## config.mk

```make
export PLATFORM = sky130hd
export DESIGN_NAME = seq_detector_param
export DESIGN_NICKNAME = d
export VERILOG_FILES = /design/src/rtl/seq_det_pkg.sv /design/src/rtl/sat_counter.sv /design/src/rtl/seq_detector_param.sv
export SDC_FILE = /design/constraint.sdc
export NUM_CORES = 1
export LEC_CHECK = 0
export ABC_AREA = 1
export BUFFER_PORTS_ARGS = -buffer_cell sky130_fd_sc_hd__clkbuf_2
export CORE_MARGIN = 2
export CORE_UTILIZATION = 47
export DETAILED_ROUTE_END_ITERATION = 6
export GPL_ROUTABILITY_DRIVEN = 0
export PLACE_DENSITY = 0.68
export SYNTH_ARGS = -nofsm -noshare
export SYNTH_HDL_FRONTEND = slang
export SYNTH_SLANG_ARGS = --single-unit
```

## constraint.sdc

```tcl
create_clock -name clk -period 4.8 [get_ports clk]
set_clock_uncertainty 0.15 [all_clocks]
set_input_delay 0.96 -clock clk [delete_from_list [all_inputs] [get_ports clk]]
set_output_delay 0.96 -clock clk [all_outputs]
set_load 0.05 [all_outputs]
```

## src/rtl/seq_det_pkg.sv

```systemverilog
// Shared definitions for the parameterised serial sequence detector.
package seq_det_pkg;

    // Pattern and length loaded into the configuration registers at reset
    localparam logic [31:0] DEFAULT_PAT = 32'b0000_0011;
    localparam int unsigned DEFAULT_LEN = 2;

    // Width of the pattern-length field: wide enough to hold PAT_W and a bit more,
    // so lengths above PAT_W can be requested and clamped.
    function automatic int unsigned len_w(input int unsigned pat_w);
        return $clog2(pat_w) + 1;
    endfunction

    // True when the low 'len' bits of a and b agree; len >= 32 compares everything.
    function automatic logic pat_match(input logic [31:0] a, input logic [31:0] b,
                                       input int unsigned len);
        logic [31:0] mask;
        mask = (len >= 32) ? '1 : ((32'd1 << len) - 32'd1);
        return ((a ^ b) & mask) == '0;
    endfunction

endpackage

```

## src/rtl/sat_counter.sv

```systemverilog
// Saturating up-counter with synchronous clear that wins over increment.
module sat_counter #(
    parameter int unsigned WIDTH = 8
) (
    input  logic             clk,
    input  logic             reset,
    input  logic             clr,
    input  logic             inc,
    output logic [WIDTH-1:0] count,
    output logic             sat
);

    // Count state: clear first, then increment unless already at the top.
    always_ff @(posedge clk or negedge reset) begin
        if (!reset) begin
            count <= '0;
        end else if (clr) begin
            count <= '0;
        end else if (inc && !sat) begin
            count <= count + 1'b1;
        end
    end

    assign sat = &count;

endmodule

```

## src/rtl/seq_detector_param.sv

```systemverilog
// Serial pattern detector with runtime-loadable pattern, length and overlap mode.
// The match flag is Mealy: it rises in the same cycle as the final pattern bit.
module seq_detector_param
    import seq_det_pkg::*;
#(
    parameter int unsigned       PAT_W   = 8,
    parameter int unsigned       CNT_W   = 8,
    parameter logic [PAT_W-1:0]  DEF_PAT = PAT_W'(DEFAULT_PAT),
    parameter int unsigned       DEF_LEN = DEFAULT_LEN,
    localparam int unsigned      LEN_W   = len_w(PAT_W)
) (
    input  logic             clk,
    input  logic             reset,
    input  logic             w,
    input  logic             en,
    input  logic             cfg_load,
    input  logic [PAT_W-1:0] pattern,
    input  logic [LEN_W-1:0] pat_len,
    input  logic             overlap,
    input  logic             clr_cnt,
    output logic             out,
    output logic [CNT_W-1:0] match_cnt,
    output logic             cnt_sat
);

    logic [PAT_W-2:0] hist_q, hist_d;
    logic [LEN_W-1:0] fill_q, fill_d;
    logic [PAT_W-1:0] cfg_pat_q;
    logic [LEN_W-1:0] cfg_len_q;
    logic             cfg_ovl_q;
    logic [PAT_W-1:0] window;
    int unsigned      eff_len;

    // Newest bit appended below the history; bit 0 of window is w itself.
    assign window = {hist_q, w};

    // Match decode: clamp the length, require enough valid history, compare low L bits.
    always_comb begin
        eff_len = (32'(cfg_len_q) > PAT_W) ? PAT_W : 32'(cfg_len_q);
        out     = 1'b0;
        if (en && !cfg_load && (eff_len >= 1)) begin
            out = (32'(fill_q) >= eff_len - 1) &&
                  pat_match(32'(window), 32'(cfg_pat_q), eff_len);
        end
    end

    // History/fill next state; a non-overlapping match restarts the fill count.
    always_comb begin
        hist_d = hist_q;
        fill_d = fill_q;
        if (cfg_load) begin
            hist_d = '0;
            fill_d = '0;
        end else if (en) begin
            hist_d = window[PAT_W-2:0];
            if (out && !cfg_ovl_q) begin
                fill_d = '0;
            end else if (32'(fill_q) < PAT_W - 1) begin
                fill_d = fill_q + 1'b1;
            end
        end
    end

    // History and fill registers.
    always_ff @(posedge clk or negedge reset) begin
        if (!reset) begin
            hist_q <= '0;
            fill_q <= '0;
        end else begin
            hist_q <= hist_d;
            fill_q <= fill_d;
        end
    end

    // Configuration registers: only cfg_load changes them.
    always_ff @(posedge clk or negedge reset) begin
        if (!reset) begin
            cfg_pat_q <= DEF_PAT;
            cfg_len_q <= LEN_W'(DEF_LEN);
            cfg_ovl_q <= 1'b1;
        end else if (cfg_load) begin
            cfg_pat_q <= pattern;
            cfg_len_q <= pat_len;
            cfg_ovl_q <= overlap;
        end
    end

    sat_counter #(
        .WIDTH(CNT_W)
    ) u_match_cnt (
        .clk  (clk),
        .reset(reset),
        .clr  (clr_cnt),
        .inc  (out),
        .count(match_cnt),
        .sat  (cnt_sat)
    );

endmodule

```

### Word-level counts from Yosys, hierarchy flattened

Cells that the tools add are included.

| storage, ports and cells | value |
|---|---|
| bits in registers | 32 |
| bits of input ports | 19 |

| cells by class | value |
|---|---|
| add/subtract/negate cells | 4 |
| magnitude comparators | 5 |
| shift-type cells | 1 |
| multiplexer cells | 11 |
| bitwise operators | 2 |
| reductions and logical operators | 14 |

Operators by type and width:

| cell | count |
|---|---|
| AND 8 x 32 -> 32 bit | 1 |
| greater-or-equal comparator 4 x 32 -> 1 bit | 1 |
| logical NOT 32 bit | 1 |
| two-way mux 32 bit | 1 |
| left shift 1 x 4 -> 32 bit (first input constant) | 1 |
| subtractor 32 x 1 -> 32 bit (second input constant) | 1 |
| two-way mux 4 bit | 5 |
| two-way mux 8 bit | 2 |
| two-way mux 7 bit | 2 |
| adder 8 x 1 -> 8 bit (second input constant) | 1 |
| AND reduction 8 bit | 1 |
| XOR 8 bit | 1 |
| greater-or-equal comparator 4 x 6 -> 1 bit (second input constant) | 1 |
| logical AND 1 bit | 5 |
| subtractor 4 x 1 -> 5 bit (second input constant) | 1 |
| adder 4 x 1 -> 4 bit (second input constant) | 1 |
| greater-or-equal comparator 4 x 1 -> 1 bit (second input constant) | 1 |
| greater-than comparator 4 bit (second input constant) | 1 |
| < comparator 4 x 3 -> 1 bit (second input constant) | 1 |
| nonzero test 2 bit | 2 |
| logical NOT 1 bit | 3 |
| nonzero test 3 bit | 1 |
| AND reduction 2 bit | 1 |
| two-way mux 1 bit | 1 |

### Logic depth before layout (Yosys ltp)

Gate-level depths: netlist of run 1.

| depth | value |
|---|---|
| depth in word-level cells | 13 |
| depth in mapped cells | 18 |
| mapped depth without buffers | 18 |

### By module

Synthesis of run 1 repeated with hierarchy kept, for this count alone.

| unflattened totals | value |
|---|---|
| cells, all modules | 262 |
| area total of the unflattened synthesis | 1963.1 sq um |

Modules (own cells, without submodules):

| module | instances | cells an instance | area each (sq um) |
|---|---|---|---|
| seq_detector_param | 1 | 193 | 1460.2 |
| sat_counter | 1 | 69 | 503.0 |

### Least setup slack after synthesis of run 1

No wires, ideal clock.

| timing | value |
|---|---|
| kind | register to output |
| start | register cfg_len_q[1] |
| end | output out |
| data arrival time | 2.185 ns |
| setup slack | 1.505 ns |
| cell stages (with the launch flop) | 16 |
| buffers on the path | 0 |
| cells stage by stage | dfstp_2 -> nor2_1 -> nand2_1 -> nand2_1 -> nand2_1 -> ha_1 -> nand2_4 -> ha_1 -> inv_1 -> nand3_1 -> nand2_1 -> nor2_1 -> nand3_2 -> nor2_4 -> nand2_4 -> nor2_8 |

| between the ends | value |
|---|---|
| cells in the longest elaborated chain, start to end | 9 |
| elaborated cells on any way between the ends | 14 |

RTL lines:

| what | RTL line | text |
|---|---|---|
| start, declared | seq_detector_param.sv:29 | `logic [LEN_W-1:0] cfg_len_q;` |
| start signal, assigned | seq_detector_param.sv:79 | `cfg_len_q <= LEN_W'(DEF_LEN);` |
| start signal, assigned | seq_detector_param.sv:83 | `cfg_len_q <= pat_len;` |
| greater-than comparator 4 bit | seq_detector_param.sv:39 | `eff_len = (32'(cfg_len_q) > PAT_W) ? PAT_W : 32'(cfg_len_q);` |
| two-way mux 4 bit * | seq_detector_param.sv:39 |  |
| left shift 1 x 4 -> 32 bit | seq_det_pkg.sv:18 | `mask = (len >= 32) ? '1 : ((32'd1 << len) - 32'd1);` |
| subtractor 32 x 1 -> 32 bit | seq_det_pkg.sv:18 |  |
| two-way mux 32 bit | seq_det_pkg.sv:18 |  |
| AND 8 x 32 -> 32 bit | seq_det_pkg.sv:19 | `return ((a ^ b) & mask) == '0;` |
| logical NOT 32 bit | seq_det_pkg.sv:19 |  |
| logical AND 1 bit | seq_detector_param.sv:42 | `out = (32'(fill_q) >= eff_len - 1) &&` |
| two-way mux 1 bit * | seq_detector_param.sv:41 | `if (en && !cfg_load && (eff_len >= 1)) begin` |
| end, declared | seq_detector_param.sv:21 | `output logic out,` |

Every way passes the cells marked *; elsewhere a longest branch is shown, timed or not.

### Worst setup path after layout of run 1

| timing | value |
|---|---|
| start | input cfg_load |
| end | output out |

| between the ends | value |
|---|---|
| cells in the longest elaborated chain, start to end | 4 |

RTL lines:

| what | RTL line | text |
|---|---|---|
| start, declared | seq_detector_param.sv:16 | `input logic cfg_load,` |
| logical NOT 1 bit | seq_detector_param.sv:41 |  |
| logical AND 1 bit (2 in a row) | seq_detector_param.sv:41 |  |
| two-way mux 1 bit | seq_detector_param.sv:41 |  |

Every way passes these cells.

==> flow_summary.yaml, run 1 <==
die:
  die_h_um: 68.9
  start_util: 0.492
  rows: 23
  boundaryPins: 29
  dieArea_mm2: 0.00475
  core_area_mm2: 0.00403
  die_w_um: 68.9
clocking:
  cts_setup_buffers: 0
  clk_pin_slew_ns: 0.07
  ctsResizeCount: 0
  h-tree-depth: 2
  hold_buffers: 0
  clock-sinks: 32
  cts_root_buffer: "clkbuf_8"
  clockBufferDepth: 2
  cts_tree: "done"
  clk_latency_ns: 0.29
  cts_buffers: 5
worst_setup_path:
  start_kind: "input port"
  r2r_slack_ns: 2.02
  crit_arrival_ns: 2.98
  critPathMaxFanout: 23
  critPathSlowestCell: "inv_1"
  rr_endpoint: "u_match_cnt.count[6]"
  worst-setup-path-type: "in2out"
  reg2reg_from: "cfg_len_q[0]"
  cp-startpoint: "cfg_load"
  crit_chain: "clkbuf_2 > inv_1 > nand2_1 > a21oi_1 > nand2_1 > nor2_1 > nand3_2 > nor2_4 > nand2_4 > nor2_8 > clkbuf_2"
  crit_path_end_kind: "output pin"
  reg2reg_depth: 17
  cpPeakStageDelay_ns: 0.35
  worst_ep_required_time_ns: 3.69
sta:
  finalSetupViolations: 0
  period_share: 0.852
  holdWs_ns: 0.336
  slew_viol_final: 0
  rsz0062_at_grt: "false"
  period_minus_slack_ns: 4.09
  max_slew_margin: 0.479
  tightestPinTransition_ns: 0.781
  tns_ns: 0
  hold_viol_final: 0
  finalWorstSetupSlack_ns: 0.712
  max_freq_mhz: 245
logic_synthesis:
  ys_seq_area_frac: 0.407
  synth_area_per_cell_um2: 7.77
  synth_top_family_by_area: "simple AND/OR/NAND/NOR gates"
  synthAdderAreaFrac: 0.0758
  synth-xor-area-share: 0.0398
  synth_mux_area_frac: 0
  yosysWarnings: 0
  ys_ff_latch: 32
  ys_types: 25
  synth-simple-area-share: 0.321
  synth_fp_nets: 286
  netlist_area_mm2: 0.00198
  synth_compound_area_frac: 0.0676
  synth_cells: 255
worst_hold_path:
  min_path_cells: 2
  hp-start: "cfg_len_q[1]"
  whs_endpoint: "cfg_len_q[1]"
  hold_class: "reg2reg"
global_routing:
  grt_start_max_net_pins: 33
  antenna_found_initial: 0
  gr-total-overflow: 0
  grt_pass1_wl_um: 6980
  track_usage: 0.203
  grt_pass1_vias: 1523
routing:
  drt_iter0_drc: 128
  num_vias: 1707
  drtPass1Iterations: 4
  vias_per_cell: 5.07
  wl_per_cell_um: 12.2
  wirelength_um: 4130
  ant_nets: 0
  route.detailed.drc: 0
power:
  power-per-cell-area_mw_per_mm2: 277
  ir_worst_vdd_v: 0.000179
  power.leakage_nw: 1.27
layout:
  fillCellCount: 380
  fin_nets: 317
  layout.cells.non_filler: 337
  fin_util: 0.561
  drive_gt1_frac: 0.181
  area_growth_pct: 14.1
  antennaDiodeCount: 0
status:
  status: "finished clean"
placed_design:
  numPortBuffers: 28
  hpwl_um: 3160
  pre_cts_ws_ns: 0.713
  dp_cells: 329
run:
  maxCapViolCount: 0
==> metal layers <==
metal	routed length, µm	up-vias	GRT usage
li1	-	889	-
met1	2140	783	0.312
met2	1780	29	0.276
met3	159	6	0.0487
met4	53	0	0.0662
met5	0	-	0
==> logic make-up after synthesis <==
| group | count (synthesis) |
|---|---|
| AO/OA/AOI/OAI | 25 |
| XOR/XNOR | 9 |
| adder cells (fa/ha/maj) | 12 |
| buffers and inverters | 47 |
| flip-flops | 32 |
| AND/OR/NAND/NOR | 130 |
==> stage by stage <==
step                      power (mW)  instance area, µm²
final                          0.627                2260
after global placement         0.417                2170
after global routing           0.665                2260
after detailed placement       0.420                2170
after floorplan                0.383                1980
after CTS                      0.634                2260
==> power breakdown <==
part	switching (mW)	internal (mW)	total (mW)	leakage, nW
Sequential	0.0110	0.285	0.296	0.414
Clock	0.0984	0.114	0.213	0.0510
Combinational	0.0775	0.0404	0.118	0.801
Total	0.187	0.440	0.627	1.27
==> worst max-delay path: cells and delay by family <==
kind            cells  cell delay (ns)
simple gates        7             0.92
buf+inv             3             0.92
compound gates      1             0.17
==> area by class of cell <==
cell class | instances | area (µm²) | share of cell area
clock buffers | 6 | 82.6 | 0.0365
flip-flops and latches | 32 | 806 | 0.356
well taps | 50 | 62.6 | 0.0277
repair buffers | 28 | 140 | 0.0620
multi-input cells | 176 | 998 | 0.442
clock inverters | 2 | 10.0 | 0.00443
inverters | 43 | 161 | 0.0714
==> registers in the layout (all words and copies together), names as in the netlist <==
register           cells
cfg_ovl_q              1
u_match_cnt.count      8
cfg_pat_q              8
cfg_len_q              4
hist_q                 7
fill_q                 4
==> Yosys cell counts <==
cell | instances | area share
clkbuf_1 | 3 | 0.0057
o22ai_1 | 7 | 0.022
nor3_1 | 1 | 0.0025
o21ai_0 | 12 | 0.030
dfrtp_1 | 28 | 0.35
inv_2 | 2 | 0.0038
nor2_1 | 10 | 0.019
dfstp_2 | 4 | 0.053
nand4_2 | 2 | 0.013
a21oi_1 | 5 | 0.013
nand3b_1 | 1 | 0.0038
nand4_1 | 15 | 0.047
nand3_1 | 21 | 0.053
xor2_1 | 7 | 0.031
ha_1 | 12 | 0.076
xnor2_1 | 2 | 0.0088
o21ai_1 | 1 | 0.0025
buf_2 | 1 | 0.0025
nand2_4 | 2 | 0.011
nand3_2 | 2 | 0.010
nor2_4 | 2 | 0.011
nor2_2 | 1 | 0.0032
nor2_8 | 1 | 0.010
inv_1 | 41 | 0.078
nand2_1 | 72 | 0.14
==> how the worst max path moves through the flow <==
stage,to,depth (start not counted)
2_1_floorplan,out,15
3_3_place_gp,out,11
3_5_place_dp,out,11
4_1_cts,out,11
5_1_grt,out,11
6_report,out,11
==> cells in the final DEF (no fill, tap or decap) <==
cell | synthesis | final
nor2_1 | 10 | 10
nand2_4 | 2 | 2
nor3_1 | 1 | 1
nor2_2 | 1 | 1
ha_1 | 12 | 12
nor2_8 | 1 | 1
o22ai_1 | 7 | 7
a21oi_1 | 5 | 5
o21ai_1 | 1 | 1
xor2_1 | 7 | 7
clkbuf_8 | 0 | 6
inv_2 | 2 | 2
dfrtp_1 | 28 | 28
o21ai_0 | 12 | 12
xnor2_1 | 2 | 2
clkinv_2 | 0 | 2
nand4_2 | 2 | 2
dfstp_2 | 4 | 4
nand2_1 | 72 | 72
inv_1 | 41 | 41
nand3_1 | 21 | 21
clkbuf_2 | 0 | 28
nor2_4 | 2 | 2
nand3b_1 | 1 | 1
nand4_1 | 15 | 15
nand3_2 | 2 | 2
(Power assumes the default switching activity.)
==> run 2, diff against run 1 <==
ABC_AREA = default   (was 1)
GPL_ROUTABILITY_DRIVEN = default   (was 0)
==> run 2 against run 1 <==
Net effect: count of clock-buffer cells in the layout increased by 1; combinational power fell by 4%; utilization increased by 1.9 points; largest cell class unchanged; cell area down 4.7%; die area shrank 6.3%; register-to-register slack got worse by 0.43 ns; sequential share of layout area grew 1.8 points; critical endpoint unchanged; critical path type is now reg2out.
==> flow_summary.yaml, run 2 <==
status:
  status: "finished clean"
die:
  die_h_um: 66.7
  dieArea_mm2: 0.00445
  start_util: 0.498
  die_w_um: 66.7
  boundaryPins: 29
  core_area_mm2: 0.00372
  rows: 22
clocking:
  cts_tree: "done"
  cts_buffers: 5
  h-tree-depth: 2
  clockBufferDepth: 2
  cts_root_buffer: "clkbuf_8"
  clock-sinks: 32
  clk_latency_ns: 0.29
  cts_setup_buffers: 0
  ctsResizeCount: 0
  clk_pin_slew_ns: 0.07
  hold_buffers: 0
global_routing:
  gr-total-overflow: 0
  grt_pass1_wl_um: 6380
  track_usage: 0.193
  antenna_found_initial: 0
  grt_pass1_vias: 1376
  grt_start_max_net_pins: 33
routing:
  wirelength_um: 3630
  route.detailed.drc: 0
  drtPass1Iterations: 5
  wl_per_cell_um: 14.6
  drt_iter0_drc: 74
  vias_per_cell: 5.49
  num_vias: 1368
  ant_nets: 0
sta:
  max_freq_mhz: 241
  hold_viol_final: 0
  holdWs_ns: 0.381
  tns_ns: 0
  period_share: 0.864
  tightestPinTransition_ns: 0.787
  max_slew_margin: 0.476
  rsz0062_at_grt: "false"
  finalSetupViolations: 0
  slew_viol_final: 0
  period_minus_slack_ns: 4.15
worst_setup_path:
  worst_ep_required_time_ns: 3.69
  critPathMaxFanout: 9
  crit_path_end_kind: "output pin"
  crit_arrival_ns: 3.04
  worst-setup-path-type: "reg2out"
  start_kind: "flop"
logic_synthesis:
  synth_top_area_frac: 0.379
  synth_commonest_cells: "dfrtp_1, nor2_1, mux2_2"
  ys_top_cells_by_area: "dfrtp_1, ha_1, mux2_2"
  ys_types: 43
  yosysTopAreaCell: "dfrtp_1"
  yosysMostFrequentCell: "dfrtp_1"
  ys_ff_latch: 32
  postSynth.asyncResetShare: 1.00
  ys_seq_area_frac: 0.436
  synth_fp_nets: 202
  synth_cells: 171
  netlist_area_mm2: 0.00185
  synth_edf_count: 0
  synth_area_per_cell_um2: 10.8
  synth_ff_type: "dfrtp_1"
  yosysWarnings: 0
power:
  total_power_mw: 0.697
  power.leakage_nw: 1.03
  power-per-cell-area_mw_per_mm2: 324
  ir_worst_vdd_v: 0.000165
layout:
  antennaDiodeCount: 0
  top_regs: "cfg_pat_q: 8 flops, u_match_cnt.count: 8 flops, hist_q: 7 flops"
  fillCellCount: 331
  drive_gt1_frac: 0.294
  fin_nets: 231
  area_growth_pct: 16.5
  layout.cells.most_common_list: "dfrtp_1, clkbuf_2, nor2_1"
placed_design:
  hpwl_um: 2710
  numPortBuffers: 28
  gp_congestion: 0.824
worst_hold_path:
  hold_class: "reg2reg"
run:
  maxCapViolCount: 0
run 2: cells by family after synthesis:
family	count (synthesis)	share of synthesized area
and+or+nand+nor	56	0.181
AOI/OAI and AO/OA	24	0.0873
muxes	21	0.122
xor gates and xnor gates	14	0.0663
buffers and inverters	12	0.0257
adders and majority gates	12	0.0812
DFF	32	0.436
run 2: worst paths after layout:
| path | startpoint | endpoint | slack, ns | depth (start not counted) |
|---|---|---|---|---|
| worst max-delay path | cfg_len_q[3] | out | 0.65 | 10 |
| worst min-delay path | cfg_pat_q[6] | cfg_pat_q[6] | 0.38 | 1 |
| worst max register to register | cfg_len_q[3] | u_match_cnt.count[5] | 1.59 | 11 |
| worst min register to register | cfg_pat_q[6] | cfg_pat_q[6] | 0.38 | 1 |
| max in group asynchronous | reset | hist_q[6] | 3.41 | 1 |
| min in group asynchronous | reset | cfg_len_q[2] | 0.59 | 1 |
run 2: final cells by class:
class | instances | area (µm²) | area share
inverters | 5 | 18.8 | 0.00871
flip-flops and latches | 32 | 806 | 0.374
clock inverters | 1 | 30.0 | 0.0139
well taps | 48 | 60.1 | 0.0279
clock buffers | 7 | 96.3 | 0.0447
multi-input cells | 127 | 996 | 0.462
repair buffers | 29 | 148 | 0.0685
run 2: power breakdown:
group          total [mW]  internal [mW]  leakage, nW  switching, mW
Sequential          0.299          0.286        0.410         0.0133
Clock               0.285          0.183       0.0645          0.102
Combinational       0.113         0.0565        0.559         0.0567
Total               0.697          0.525         1.03          0.172
run 2: per-layer routing:
layer	wire [µm]	GRT usage	part of all wire	vias to the layer above
li1	-	-	-	670
met1	1750	0.252	0.48	667
met2	1690	0.304	0.46	25
met3	138	0.0456	0.038	6
met4	59	0.0816	0.016	0
met5	0	0	0	-
run 2: worst max-delay path: stages, from the launching register on:
cell	delay, ns
dfrtp_1	0.47
nand2b_1	0.28
inv_1	0.12
ha_1	0.28
nand2_1	0.09
ha_1	0.24
a21oi_1	0.13
nor3_1	0.06
and4b_1	0.39
nor4b_1	0.34
clkbuf_2	0.35
run 2: per-stage QoR:
step           std cells  cell area (µm²)  utilization  worst slack, ns
6_report             249             2150        0.580            0.654
5_1_grt              249             2150        0.580            0.408
4_1_cts              249             2150        0.580            0.648
3_5_place_dp         241             2030        0.546            0.978
3_3_place_gp         241             2030        0.546             1.05
2_1_floorplan        171             1850            -            0.116
==> run 3, diff against run 2 <==
clock period = 4.05 ns   (was 4.8 ns; I/O delays follow)
==> run 3 against run 2 <==
Net effect: cell count is the same; die area stayed put; register-to-register slack got worse by 0.76 ns; sequential share of layout area grew 0.11 points; non-clock buffer count did not move; critical path depth unchanged; power increased by 13%; cell area shrank 0.29%; count of clock-buffer cells in the layout down 1; via count fell by 2.4%; sequential power increased by 19%.
==> flow_summary.yaml, run 3 (synthesized netlist as in run 2, its figures left out) <==
status:
  status: "finished clean"
power:
  power_switching_mw: 0.202
  ir_worst_vdd_v: 0.000212
  seqPwrFrac: 0.449
  swShare: 0.255
  power.internal_mw: 0.589
  power-per-cell-area_mw_per_mm2: 368
  comb_power_share: 0.173
  pwr-share-clk: 0.378
  power.leakage_nw: 1.02
  total_power_mw: 0.791
global_routing:
  grt_pass1_wl_um: 6270
  antenna_found_initial: 0
  track_usage: 0.193
  grt_start_max_net_pins: 33
  gr-total-overflow: 0
  grt_pass1_vias: 1366
die:
  core_area_mm2: 0.00372
  boundaryPins: 29
  dieArea_mm2: 0.00445
  start_util: 0.498
  die_h_um: 66.7
  rows: 22
  die_w_um: 66.7
clocking:
  cts_tree: "done"
  h-tree-depth: 2
  hold_buffers: 0
  clk_latency_ns: 0.28
  clk_pin_slew_ns: 0.06
  clockBufferDepth: 2
  cts_buffers: 5
  cts_root_buffer: "clkbuf_8"
  clock-sinks: 32
layout:
  layout.cells.non_filler: 249
  area_growth_pct: 16.2
  final_area_mm2: 0.00215
  top_regs: "cfg_pat_q: 8 flops, u_match_cnt.count: 8 flops, hist_q: 7 flops"
  fillCellCount: 319
  drive_gt1_frac: 0.303
  antennaDiodeCount: 0
  layout.cells.most_common_list: "dfrtp_1, clkbuf_2, nor2_1"
  fin_nets: 231
  ff_latch_area_um2: 806
  mostFrequentLayoutCell: "dfrtp_1"
  fin_util: 0.578
  multi_input_area_mm2: 0.00101
sta:
  tns_ns: 0
  max_freq_mhz: 262
  period_share: 0.941
  holdWs_ns: 0.380
  tightestPinTransition_ns: 0.771
  finalWorstSetupSlack_ns: 0.240
  rsz0062_at_grt: "false"
  max_slew_margin: 0.486
  period_minus_slack_ns: 3.81
  hold_viol_final: 0
  slew_viol_final: 0
  finalSetupViolations: 0
routing:
  num_vias: 1335
  route.detailed.drc: 0
  drt_iter0_drc: 95
  wirelength_um: 3640
  dr_wl_met3_um: 145
  routed.top_layer: "met4"
  wl_met1_um: 1630
  wl_per_cell_um: 14.6
  met2_wirelength_um: 1780
  vias_per_cell: 5.36
  ant_nets: 0
  drtPass1Iterations: 4
worst_setup_path:
  path_delay_family: "simple AND/OR/NAND/NOR gates"
  crit_path_end_kind: "output pin"
  critPathMaxFanout: 9
  worst-setup-path-type: "reg2out"
  start_kind: "flop"
  crit_chain: "nand2b_1 > ha_1 > xnor2_1 > ha_1 > o21a_1 > o22ai_1 > a21oi_1 > and4b_2 > nor4b_2 > clkbuf_4"
  worst_ep_required_time_ns: 3.09
  crit_top_cell: "ha_1"
  critPathSlowestCell: "dfrtp_1"
  cpPeakStageDelay_ns: 0.46
  crit_arrival_ns: 2.85
  crit_buf_inv: 1
placed_design:
  dpl_cell_area_mm2: 0.00203
  dp_cells: 241
  pre_cts_ws_ns: 0.475
  hpwl_um: 2680
  numPortBuffers: 28
  gp_congestion: 0.854
worst_hold_path:
  hold_class: "reg2reg"
run:
  maxCapViolCount: 0
==> run 3: cell count changes in the layout (fill, tap and decap cells not counted), sizes merged <==
cell	previous run	this run
clkbuf	35	34
clkinv	0	1
==> run 3: repair_timing <==
item | in CTS | in global routing
setup buffers | 0 | 0
resized for setup | 0 | 4
setup endpoints to repair | 0 | 1
==> run 3: worst paths after layout <==
path	start	endpoint	slack [ns]	cells past startpoint
worst max-delay path	cfg_len_q[3]	out	0.24	10
worst min-delay path	cfg_pat_q[4]	cfg_pat_q[4]	0.38	1
worst max register to register	cfg_len_q[3]	u_match_cnt.count[5]	0.83	10
worst min register to register	cfg_pat_q[4]	cfg_pat_q[4]	0.38	1
max in group asynchronous	reset	u_match_cnt.count[6]	2.82	1
min in group asynchronous	reset	cfg_pat_q[3]	0.44	1
==> run 3: power by group through the flow <==
| stage | Clock (mW) | Combinational, mW | Sequential [mW] |
|---|---|---|---|
| after detailed placement | 0 | 0.135 | 0.361 |
| after CTS | 0.306 | 0.138 | 0.355 |
| final | 0.299 | 0.137 | 0.355 |
| after global placement | 0 | 0.129 | 0.360 |
| after global routing | 0.322 | 0.153 | 0.357 |
| after floorplan | 0 | 0.104 | 0.354 |
==> run 3: layer usage <==
metal | GRT usage | vias to the layer above
met5 | 0 | -
met4 | 0.0918 | 0
met3 | 0.0456 | 9
met2 | 0.318 | 29
met1 | 0.237 | 629
li1 | - | 668
==> run 3: layout make-up <==
cell class                      count  area share
Clock buffer                        6      0.0338
Clock inverter                      2      0.0163
Inverter                            5     0.00874
Multi-Input combinational cell    127       0.468
Sequential cell                    32       0.375
Tap cell                           48      0.0280
Timing Repair Buffer               29      0.0699
==> run 3: worst reg2reg max path, stage by stage (launching register included) <==
cell and delay, ns:
dfrtp_1 0.46, nand2b_1 0.26, ha_1 0.31, nand2_1 0.12, ha_1 0.23, o31ai_2 0.09
o2111a_1 0.30, nor4_4 0.44, nand2_4 0.15, or4_1 0.49, a21oi_1 0.15
